### src/rtl/digit_input_conditioner.sv
// digit_input_conditioner
//   Debounces the level-held read strobe into exactly one digit event per
//   press and buffers the digits in a first-word-fall-through FIFO that the
//   matcher drains with a valid/ready handshake. Drops are flagged by a
//   sticky overflow bit.
//
// Ports
//   clock           single clock, rising edge
//   reset           synchronous, active-high
//   read            raw press strobe, high for the whole press
//   four_bit_input  digit presented with read
//   digit_out       FIFO head digit
//   digit_valid     FIFO not empty
//   digit_ready     consumer takes the head when digit_valid && digit_ready
//   fifo_count      stored entries, 0..DEPTH
//   overflow        sticky, a press was dropped on a full FIFO
//
// Press detector states
//   state        | meaning
//   IDLE         | armed, waiting for read
//   PRESS_WAIT   | read high, counting stable samples of cand
//   HELD         | press accepted, waiting for read to drop
//   RELEASE_WAIT | read low, counting stable low samples before re-arming

module digit_input_conditioner #(
  parameter int STABLE_CYCLES = 4,
  parameter int DEPTH         = 8
) (
  input  logic       clock,
  input  logic       reset,
  input  logic       read,
  input  logic [3:0] four_bit_input,
  output logic [3:0] digit_out,
  output logic       digit_valid,
  input  logic       digit_ready,
  output logic [4:0] fifo_count,
  output logic       overflow
);

  localparam int                PTR_W      = $clog2(DEPTH);
  localparam logic [3:0]        STABLE     = 4'(STABLE_CYCLES);
  localparam logic [4:0]        FULL_COUNT = 5'(DEPTH);
  localparam logic [PTR_W-1:0]  PTR_ONE    = PTR_W'(1);

  typedef enum logic [1:0] {
    IDLE,
    PRESS_WAIT,
    HELD,
    RELEASE_WAIT
  } state_t;

  state_t     state;
  logic [3:0] cnt;
  logic [3:0] cand;
  logic [3:0] cnt_inc;
  logic       push;

  assign cnt_inc = cnt + 4'd1;

  // In PRESS_WAIT the push only fires when the input equals cand, so the
  // live input is always the digit to store.
  always_comb begin
    push = 1'b0;
    case (state)
      IDLE:       push = read && (STABLE == 4'd1);
      PRESS_WAIT: push = read && (four_bit_input == cand) && (cnt_inc == STABLE);
      default:    push = 1'b0;
    endcase
  end

  always_ff @(posedge clock) begin
    if (reset) begin
      state <= IDLE;
      cnt   <= 4'd0;
      cand  <= 4'd0;
    end else begin
      case (state)
        IDLE: begin
          if (read) begin
            cnt   <= 4'd1;
            cand  <= four_bit_input;
            state <= (STABLE == 4'd1) ? HELD : PRESS_WAIT;
          end
        end
        PRESS_WAIT: begin
          if (!read) begin
            state <= IDLE;
          end else if (four_bit_input != cand) begin
            cand <= four_bit_input;
            cnt  <= 4'd1;
          end else begin
            cnt <= cnt_inc;
            if (cnt_inc == STABLE) state <= HELD;
          end
        end
        HELD: begin
          // With a one-sample window this low sample already completes the release.
          if (!read) begin
            cnt   <= 4'd1;
            state <= (STABLE == 4'd1) ? IDLE : RELEASE_WAIT;
          end
        end
        RELEASE_WAIT: begin
          if (read) begin
            state <= HELD;
          end else begin
            cnt <= cnt_inc;
            if (cnt_inc == STABLE) state <= IDLE;
          end
        end
        default: state <= IDLE;
      endcase
    end
  end

  logic [3:0]       mem [DEPTH];
  logic [PTR_W-1:0] wr_ptr;
  logic [PTR_W-1:0] rd_ptr;
  logic             full;
  logic             pop;
  logic             accept;

  assign digit_valid = (fifo_count != 5'd0);
  assign digit_out   = mem[rd_ptr];
  assign full        = (fifo_count == FULL_COUNT);
  assign pop         = digit_valid && digit_ready;
  // A pop on the same edge frees the slot, so a full FIFO can still accept.
  assign accept      = push && (!full || pop);

  always_ff @(posedge clock) begin
    if (reset) begin
      wr_ptr     <= '0;
      rd_ptr     <= '0;
      fifo_count <= 5'd0;
      overflow   <= 1'b0;
      for (int i = 0; i < DEPTH; i++) mem[i] <= 4'd0;
    end else begin
      if (accept) begin
        mem[wr_ptr] <= four_bit_input;
        wr_ptr      <= wr_ptr + PTR_ONE;
      end
      if (pop) rd_ptr <= rd_ptr + PTR_ONE;
      if (accept && !pop)      fifo_count <= fifo_count + 5'd1;
      else if (!accept && pop) fifo_count <= fifo_count - 5'd1;
      if (push && !accept) overflow <= 1'b1;
    end
  end

endmodule

### config.mk
export PLATFORM = sky130hd
export DESIGN_NAME = digit_input_conditioner
export DESIGN_NICKNAME = d
export VERILOG_FILES = /design/src/rtl/digit_input_conditioner.sv
export SDC_FILE = /design/constraint.sdc
export NUM_CORES = 1
export LEC_CHECK = 0
export CORE_MARGIN = 5
export CORE_UTILIZATION = 40
export DETAILED_ROUTE_END_ITERATION = 6
export GPL_TIMING_DRIVEN = 1
export PLACE_DENSITY = 0.6
export SLEW_MARGIN = 20
export SYNTH_ARGS = -nofsm -noshare
export SYNTH_HDL_FRONTEND = slang
export SYNTH_SLANG_ARGS = --single-unit
### constraint.sdc
create_clock -name clock -period 7.86 [get_ports clock]
set_clock_uncertainty 0.2 [all_clocks]
set_input_delay 1.572 -clock clock [delete_from_list [all_inputs] [get_ports clock]]
set_output_delay 1.572 -clock clock [all_outputs]
set_load 0.005 [all_outputs]
==> results_dict.tcl <==
set metrics [dict create \
    p_leak_uw 0.001196 \
    swShare 0.2747 \
    setup-tns-final_ns 0 \
    worstSetupPathType "input port to flip-flop" \
    insertedDiodeCount 0 \
    wirelength_um 5665 \
    synth_top_flop_cell "edfxtp_1" \
    dp_hpwl_um 3947 \
    yosysTopAreaCellShare 0.3502 \
    tritoncts "done" \
    average_via_count_per_standard_cell 5.229 \
    timing.slew.headroom 0.4440 \
    die_h_um 92.83 \
    most_area_hungry_cell_type_in_the_yosys_netlist "edfxtp_1" \
    placement.cell_area_um2 2982 \
    timing_hold_violations_final 0 \
    numPlacedInstances 334 \
    grt_start_max_net_pins 36 \
    grt_setup_unrepaired "no" \
    max_freq_mhz 217.6 \
    synthCells 246 \
    clock_network_latency_to_the_later_pin_of_the_worst_skew_pair_ns 0.34 \
    crit_arrival_ns 4.63 \
    power-per-cell-area_nw_per_um2 267.8 \
    tritoncts.num_buffers 9 \
    synth_warnings 0 \
    synth.avg_cell_area_um2 11.15 \
    mappedNetlistArea_um2 2744 \
    layoutNonFillerInstCount 350 \
    post_cts_resize_count 0 \
    global_router_s_overall_resource_usage 0.1447 \
    port_buffers 18 \
    postCtsHoldBufs 0 \
    drc_errors 0 \
    area.growth.synth_to_final_pct 16.92 \
    final_period_utilization 0.5846 \
    cp_data_required_time_ns 7.89 \
    synth_nets 265 \
    seq_power_share 0.427 \
    power.net_switching_uw 236.0 \
    grt_pass1_vias 1857 \
    number_of_nets_at_the_end_of_the_flow 284 \
    min_period_ns 4.595 \
    worst_hold_path_type "flip-flop to flip-flop" \
    dr.first_iter.drc_count 121 \
    timing_max_transition_violations_final 0 \
    ioPinCount 19 \
    synth.yosys.seq_area_share 0.5326 \
    power.clock.fraction 0.361 \
    ys_types 39 \
    place_congestion 0.8175 \
    drive_above_1_share 0.1407 \
    worst_slew_pin_slew_ns 0.8290 \
    number_of_sinks_driven_by_the_clock_tree 57 \
    wire_length_of_the_first_global_routing_pass_um 9425 \
    timing.critical_path.to_type "flip-flop" \
    num_vias 1830 \
    cts-htree-levels 3 \
    route.antenna.remaining_nets 0 \
    cts_root_buf "clkbuf_8" \
    firstDrtPassIters 4 \
    count_of_flip_flops_with_a_built_in_enable_after_synthesis 32 \
    internal-power_uw 623.2 \
    post_synth_main_area_contributors "edfxtp_1 35%, dfxtp_1 18%, nor2_1 8.1%, mux4_2 6.6%, ha_1 4.6%" \
    post_drt_wl_per_cell_um 16.19 \
    dpl_worst_slack_ns 2.928 \
    post-cts-setup-buffers 0 \
    clkSlewWorstSetupHoldPaths_ns 0.07 \
    design.die.area_um2 8616 \
    finalSetupViolations 0 \
    antenna_found_initial 0 \
    synth_async_sr_flop_share 0 \
    status "completed" \
    yosys_register_bits 57 \
    clock_tree.buffer_depth 2 \
    setup.worst_path.start_class "input port" \
    setup_slack_ns 3.265 \
    p_comb_frac 0.212 \
    post-route-cell-area_um2 3208 \
    max-vdd-ir-drop_uv 136.0 \
    timing.critical_path.fanout_max 10 \
    die_w_um 92.83 \
    core_area_um2 6719 \
    grt-ovfl-total 0 \
    std_cell_rows 30 \
    drv_cap 0 \
    initial_utilization 0.4084 \
]
[power groups by stage]
stage | clock [uW] | combinational [uW] | sequential (uW)
after floorplan | 0 | 131 | 358
after global placement | 0 | 184 | 374
after detailed placement | 0 | 184 | 375
after CTS | 314 | 185 | 369
after global routing | 331 | 205 | 373
final | 310 | 182 | 367
[final timing paths]
path | start | end | depth (start not counted) | slack, ns
setup / recovery | four_bit_input[3] | fifo_count[4]$_SDFFE_PP0P_ | 12 | 3.26
hold / removal | overflow$_SDFFE_PP0P_ | overflow$_SDFFE_PP0P_ | 2 | 0.28
setup reg to reg | cnt[0]$_SDFFE_PP0P_ | fifo_count[4]$_SDFFE_PP0P_ | 12 | 4.64
hold reg to reg | overflow$_SDFFE_PP0P_ | overflow$_SDFFE_PP0P_ | 2 | 0.28
[logic make-up after synthesis]
| logic type | synth area share |
|---|---|
| simple gates | 0.1555 |
| flops | 0.5326 |
| compound gates | 0.07570 |
| buf+inv | 0.03328 |
| mux | 0.1117 |
| xor+xnor | 0.03830 |
| fa+ha+maj | 0.05290 |
[layer usage]
| metal | vias up | share of wire | global-route usage |
|---|---|---|---|
| met5 | - | 0 | 0 |
| met4 | 0 | 0.0060 | 0.03907 |
| met3 | 6 | 0.050 | 0.05037 |
| met2 | 46 | 0.47 | 0.2280 |
| met1 | 871 | 0.47 | 0.1892 |
| li1 | 907 | - | - |
[registers in the layout, indices dropped and copies added, names as in the netlist, named ones only]
name	count
mem	32
overflow	1
state	1
rd_ptr	3
cnt	4
fifo_count	5
cand	4
wr_ptr	3
[synth_stat cells, drive strengths merged (3+ instances only)]
library cell / n
nor2: 59
mux2i: 7
inv: 11
clkbuf: 8
mux2: 5
a31o: 4
xor2: 10
dfxtp: 25
nand2b: 3
buf: 3
nand3: 3
mux4: 8
edfxtp: 32
ha: 10
a21o: 5
a211oi: 3
nor4: 3
nand2: 15
a21oi: 8
[stage by stage]
step             util  hold WS, ns  total power (uW)
2_1_floorplan       -       0.2653             489.5
3_3_place_gp   0.4438       0.2681             558.3
3_5_place_dp   0.4438       0.2689             558.4
4_1_cts        0.4775       0.2833             867.7
5_1_grt        0.4775       0.3142             908.2
6_report       0.4775       0.2799             859.2
[worst max-delay path, cell delays in order]
cell and delay, ns:
clkdlybuf4s50_1 0.52, xor2_1 0.22, nor4_4 0.33, o211ai_2 0.21, inv_2 0.19, ha_1 0.27, inv_1 0.13, ha_1 0.31
a21o_1 0.16, a21oi_1 0.17, mux2i_1 0.22, mux2_2 0.34
[cells in the final DEF, fill, tap and decap left out, types with 3 or more instances in the layout]
cell             count
nor2_1              59
edfxtp_1            32
dfxtp_1             25
clkdlybuf4s50_1     18
nand2_1             15
inv_1               10
xor2_1              10
ha_1                10
clkbuf_8             9
mux4_2               8
a21oi_1              8
mux2i_1              7
mux2_2               5
a21o_1               5
a31o_2               4
nand2b_1             3
nand3_1              3
a211oi_1             3
clkinv_4             3
[area by class of cell]
cell class / instances / area [um2]
Sequential cell: 57 / 1461
Tap cell: 80 / 100.1
Multi-Input combinational cell: 167 / 1191
Timing Repair Buffer: 19 / 187.7
Clock buffer: 9 / 123.9
Fill cell: 633 / 3511
Clock inverter: 7 / 102.6
Inverter: 11 / 41.29
(Power assumes the default switching activity.)
